### src/rtl/wb_arbiter.sv
// wb_arbiter: write-back port arbiter between a single-cycle ALU result and
// a queued stream of multi-cycle (load/mul) results.
//
// Ports
//   clk, reset            rising-edge clock, asynchronous active-high reset
//   alu_valid/rd/data/wsp ALU result; cannot be stalled, always wins the port
//   mem_valid/rd/data/wsp memory result offer; accepted when mem_ready is 1
//   mem_ready             queue has room (count < DEPTH), low during reset
//   RegWrite              registered register-file write enable
//   Write_register        registered write address (holds when idle)
//   Write_d               registered write data (holds when idle)
//   pend_mask             one bit per architectural register with a queued
//                         write still outstanding
//
// Register 31 is XZR unless the producer marks it as an SP write (wsp=1);
// XZR writes are dropped before they reach the queue or the port.
module wb_arbiter #(
  parameter int DEPTH = 2
) (
  input  logic        clk,
  input  logic        reset,
  input  logic        alu_valid,
  input  logic [4:0]  alu_rd,
  input  logic [63:0] alu_data,
  input  logic        alu_wsp,
  input  logic        mem_valid,
  output logic        mem_ready,
  input  logic [4:0]  mem_rd,
  input  logic [63:0] mem_data,
  input  logic        mem_wsp,
  output logic        RegWrite,
  output logic [4:0]  Write_register,
  output logic [63:0] Write_d,
  output logic [31:0] pend_mask
);

  localparam int PTR_W = $clog2(DEPTH);
  localparam int CNT_W = PTR_W + 1;

  logic [PTR_W-1:0] rd_ptr, wr_ptr;
  logic [CNT_W-1:0] count;
  logic [DEPTH-1:0] q_vld;
  logic [4:0]       q_rd   [DEPTH];
  logic [63:0]      q_data [DEPTH];

  logic        alu_keep, mem_keep, push, pop;
  logic        vld_p0;
  logic [4:0]  wr_rd_p0;
  logic [63:0] wr_data_p0;

  // ready depends only on the pre-pop count, so a full queue never accepts
  // even on an edge where its head drains.
  assign mem_ready = !reset && (count < CNT_W'(DEPTH));

  assign alu_keep = alu_valid && !((alu_rd == 5'd31) && !alu_wsp);
  assign mem_keep = !((mem_rd == 5'd31) && !mem_wsp);
  assign push     = mem_valid && mem_ready && mem_keep;
  assign pop      = !alu_keep && (count != '0);

  // ---- stage p0: port selection (ALU first, then queue head) ----
  always_comb begin
    vld_p0     = 1'b0;
    wr_rd_p0   = '0;
    wr_data_p0 = '0;
    if (alu_keep) begin
      vld_p0     = 1'b1;
      wr_rd_p0   = alu_rd;
      wr_data_p0 = alu_data;
    end else if (pop) begin
      vld_p0     = 1'b1;
      wr_rd_p0   = q_rd[rd_ptr];
      wr_data_p0 = q_data[rd_ptr];
    end
  end

  // ---- stage p1: registered write port and queue control ----
  always_ff @(posedge clk or posedge reset) begin
    if (reset) begin
      RegWrite       <= 1'b0;
      Write_register <= '0;
      Write_d        <= '0;
      rd_ptr         <= '0;
      wr_ptr         <= '0;
      count          <= '0;
      q_vld          <= '0;
    end else begin
      RegWrite <= vld_p0;
      if (vld_p0) begin
        Write_register <= wr_rd_p0;
        Write_d        <= wr_data_p0;
      end
      if (push) begin
        wr_ptr        <= wr_ptr + PTR_W'(1);
        q_vld[wr_ptr] <= 1'b1;
      end
      // A pop never targets the slot being pushed: push needs count < DEPTH,
      // so the write pointer cannot equal a valid head slot.
      if (pop) begin
        rd_ptr        <= rd_ptr + PTR_W'(1);
        q_vld[rd_ptr] <= 1'b0;
      end
      count <= count + CNT_W'(push) - CNT_W'(pop);
    end
  end

  // Queue payload needs no reset; q_vld alone says which slots are live.
  always_ff @(posedge clk) begin
    if (push) begin
      q_rd[wr_ptr]   <= mem_rd;
      q_data[wr_ptr] <= mem_data;
    end
  end

  always_comb begin
    pend_mask = '0;
    for (int i = 0; i < DEPTH; i++) begin
      if (q_vld[i]) pend_mask = pend_mask | (32'd1 << q_rd[i]);
    end
  end

endmodule

### config.mk
export PLATFORM = sky130hd
export DESIGN_NAME = wb_arbiter
export DESIGN_NICKNAME = d
export VERILOG_FILES = /design/src/rtl/wb_arbiter.sv
export SDC_FILE = /design/constraint.sdc
export NUM_CORES = 1
export LEC_CHECK = 0
export ABC_AREA = 1
export ABC_CLOCK_PERIOD_IN_PS = 3160
export CAP_MARGIN = 10
export CORE_MARGIN = 4
export CORE_UTILIZATION = 49
export CTS_CLUSTER_DIAMETER = 40
export DETAILED_ROUTE_END_ITERATION = 12
export GPL_TIMING_DRIVEN = 0
export PLACE_DENSITY = 0.86
export RECOVER_POWER = 50
export SLEW_MARGIN = 20
export SYNTH_ARGS = -nofsm -noshare
export SYNTH_HDL_FRONTEND = slang
export SYNTH_SLANG_ARGS = --single-unit
### constraint.sdc
create_clock -name clk -period 3.16 [get_ports clk]
set_input_delay 0.474 -clock clk [delete_from_list [all_inputs] [get_ports clk]]
set_output_delay 0.474 -clock clk [all_outputs]
set_load 0.01 [all_outputs]
-- Yosys cells after proc, flatten, opt, wreduce, memory -nomap -nowiden
Memories as Yosys holds them, arrays and structs flattened.
Cells that the tools add are included.
- bits of input ports: 144
- output and inout bits: 103
- memories kept: 2
- bits in writable memories: 138
- flip-flop bits (word level): 76
- memories (name ; words ; width ; read ports ; clocked after memory_dff ; wr ports ; line ; text):
    q_data ; 2 ; 64 ; 1 ; 0 ; 1 ; 44 ; logic [63:0] q_data [DEPTH];
    q_rd ; 2 ; 5 ; 3 ; 0 ; 1 ; 43 ; logic [4:0] q_rd [DEPTH];
- mux-type cells: 16
- magnitude comparators: 5
- $add $sub $neg: 4
- shift-type cells: 2
- bitwise operators: 4
- eq/ne operators: 2
- reductions and logical operators: 16
- operators by type and width (cell ; count):
    2-to-1 mux 64 bit ; 2
    2-to-1 mux 32 bit ; 2
    left shift 1 x 5 -> 32 bit, first input constant ; 2
    OR 32 bit ; 1
    == test 5 bit, second input constant ; 2
    2-to-1 mux 5 bit ; 2
    logical AND 1 bit ; 9
    zero test 1 bit ; 6
    2-to-1 mux 1 bit ; 6
    < comparator 1 x 2 -> 1 bit, second input constant ; 2
    2-to-1 mux 2 bit ; 2
    adder 1 bit, second input constant ; 2
    adder 2 x 1 -> 2 bit ; 1
    bitwise AND 2 bit ; 1
    demux 1 bit (select 1 bit) ; 2
    greater-or-equal comparator 1 bit, second input constant ; 2
    < comparator 2 bit, second input constant ; 1
    NOT 2 bit ; 1
    OR 2 bit ; 1
    nonzero test 2 bit ; 1
    subtractor 2 x 1 -> 2 bit ; 1

-- Longest topological paths before layout
- depth after elaboration: 8
- depth in mapped cells: 11

-- Worst setup path after synthesis
OpenSTA, ideal clock, no wires.
- path type: input to register
- start point: in reset
- end point: mem q_data[0][0], enable pin
- stages: 3
- required time: 2.737 ns
- library setup time: 0.423 ns
- arrival: 2.262 ns
- path slack: 0.475 ns
- buffers on the path: 0
- cell sequence: nor3b_1 > nand3_1 > inv_1
- word-level cells in the longest chain between the ends: 6
- ends and longest elaborated chain (element ; line ; text):
    from (decl) ; 21 ; input logic reset,
    zero test 1 bit (no line) ; -- ;
    logical AND 1 bit ; 53 ; assign mem_ready = !reset && (count < CNT_W'(DEPTH));
    logical AND 1 bit (2 in series) ; 57 ; assign push = mem_valid && mem_ready && mem_keep;
    2-to-1 mux 1 bit ; 108 ; if (push) begin
    2-to-1 mux 1 bit (implied by the code) ; 110 ; q_data[wr_ptr] <= mem_data;
    to (decl) ; 44 ;
Every way passes these cells.

==> impl_results.md <==
- CP Launch Type: flip-flop
- Number of global-route vias before repair: 8435
- Post-CTS sizing: 0
- Placed Cells: 1438
- Layout area overhead: 39.5%
- Worst path arrival time: 2510 ps
- Violated checks: capacitance limit, slew limit
- Clock Tree Root: clkbuf_16
- Post-Synth Simple-Gate Area: 30.2%
- GP Congestion: 0.864
- Final-stage net count: 1350
- Worst relative slew slack: -25.1%
- Gr ovfl total: 0
- Routed via count: 8280
- Area of the multi-input gates: 3160 um2
- IO buf count: 245
- Status: finished, violations left
- Async SR Flop Fraction: 35.5%
- Antenna viol nets, final: 0
- Min Tclk post-route: 2980 ps
- CTS tree: done
- CP startpoint: q_rd[1][3]
- RSZ-0062 raised after global routing: false
- Synth Area in Compound Gates: 1.90%
- Top cell type's share of synthesized area: 42.5%
- Largest family of logic cells by synthesized area: simple AND/OR/NAND/NOR gates
- Slew Viols, Final: 37
- Hold Crit Class: reg -> reg
- Critical path class: reg -> out
- Leak Pwr: 5.44 nW
- Placed cell area: 12600 um2
- Synth warnings: 0
- Pre-CTS setup slack: 387 ps
- Setup Skew: 9.83 ps
- Post-CTS Hold Buffers: 0
- Initial Utilization: 49.9%
- Required @ worst endpoint: 2690 ps
- Commonest cells in the netlist: nand2_1, nand3_1, edfxtp_1
- #FFs+latches synth: 214
- Cells after Synth: 925
- Register Area: 6050 um2
- Clock Sinks: 214
- Hpwl dp: 20900 um
- WHS: 511 ps
- Clock buffer count from CTS: 29
- RR Endpoint: q_data[1][57]
- Final period utilization: 94.4%
- Achievable clock frequency: 335 MHz
- Initial antenna violation count: 5
- CP Max Fanout: 9
- Syn_area_per_cell: 10.5 um2
- Final Util: 69.7%
- Syn nets: 1071
- Die height: 149 um
- Worst-margin pin slew: 1870 ps
- Count leader, synth: nand2_1
- First-pass GRT wire length: 45000 um
- Peak VDD IR: 0.739 mV
- R2R Setup Slk: 910 ps
- Worst-Skew Late Latency: 530 ps
- Syn Std Cell Area: 9750 um2
- Adder-cell share of the synthesized area: 0.257%
- Die Area: 22200 um2
- Setup crit end: pend_mask[16]
- Post-synthesis mux area share: 0%
- H-tree levels: 1
- Power per standard cell area: 790 nW/um2
- Netlist cell types: 24
- DR pass1 iterations: 5
- Vias per cell: 5.52
- Std-Cell Rows: 51
- Fin cells: 1499
- # setup viols final: 0
- DRC Markers: 0
- Fillers: 1461
- Final non-filler cell area: 13600 um2
- Setup repair bufs after CTS: 0
- Layout cells sized above 1: 14.2%
- Tot Pwr: 10.7 mW
- CORE AREA: 19500 um2
- Per-cell routed wire length: 19.7 um
- Hold Vio Cnt, Final: 0
- Clock buffer depth: 3
- Synth area leaders: edfxtp_1, dfrtp_1, nand3_1
- MaxCap Viol Count: 1
- Register area share after synthesis: 62.0%
- Total track usage: 25.8%
- Setup slack after layout: 176 ps
- Clock transition at path regs: 60 ps
- XOR/XNOR Fraction of Synth Area: 0.180%
- Post-synth EDFFs: 138
- Largest area contributor in the netlist: edfxtp_1
- Largest net degree at the start of global routing: 42
- Worst r2r src: count[1]
- R2R depth: 4
- Io pins: 247
- Drt total wl: 29500 um
- CP Capture Type: output port
- Setup TNS: 0 ps
- Synth Flop Type: edfxtp_1
- Die W: 149 um
- Initial drt markers: 608
[state kept, by name, summed over array words and instances (netlist names)]
signal and cells:
q_data 128, Write_d 64, q_rd 10, Write_register 5
count 2, q_vld 2, RegWrite 1, rd_ptr 1
wr_ptr 1
[routing by layer]
layer	wire length, um	part of all wire (%)	track usage, %	vias up
li1	-	-	-	3789
met1	11400	39	32.7	4003
met2	14900	50	45.4	412
met3	2190	7.4	4.01	76
met4	1020	3.4	8.92	0
met5	0	0	0	-
[cell type report]
cell class / instances / area share [%]
repair buffers: 248 / 18.5
multi-input cells: 618 / 23.2
diodes: 7 / 0.129
flip-flops and latches: 214 / 44.4
clock inverters: 23 / 2.24
well taps: 265 / 2.44
clock buffers: 31 / 5.46
plain buffers: 66 / 2.73
inverters: 27 / 0.791
[kinds of logic (layout without fill, tap and decap cells)]
logic type / count (synthesis) / in the layout
adder cells (fa/ha/maj): 2 / 2
XOR/XNOR: 2 / 2
buffers and inverters: 93 / 395
AND/OR/NAND/NOR: 579 / 579
other: 0 / 7
flip-flops: 214 / 214
AO/OA/AOI/OAI: 35 / 35
[how the worst min path moves through the flow]
stage,startpoint,endpoint,slack (ps),cells after the start
CTS,reset,Write_d[37],430,2
detailed placement,wr_ptr,wr_ptr,500,2
floorplan,wr_ptr,wr_ptr,460,2
global route,Write_d[44],Write_d[44],530,2
finish,wr_ptr,wr_ptr,510,2
global placement,wr_ptr,wr_ptr,480,2
[layout by cell type, fill, tap and decap left out, types with 8 or more instances in the layout]
cell type,Yosys,layout
inv_1,20,17
nor2_1,17,17
o21ai_1,26,26
nand3_2,74,74
clkbuf_16,0,29
clkbuf_1,23,32
edfxtp_1,138,138
o22ai_1,8,8
nand2_1,256,258
nor3_1,8,8
clkdlybuf4s50_1,0,174
dlygate4sd3_1,0,71
nand3_1,218,218
dfrtp_1,76,76
buf_2,32,28
[worst max-delay path, cell delays in order, from the launching register on]
cell,delay [ps]
edfxtp_1,400
nor2_1,580
nand2_1,180
o22ai_1,230
clkdlybuf4s50_1,590
[power breakdown]
group          switching [mW]  internal (mW)  leakage [nW]
combinational            2.06           1.36          2.76
clock                    1.27           2.22         0.505
sequential              0.309           3.53          2.17
total                    3.64           7.11          5.44
(Power assumes the default switching activity.)
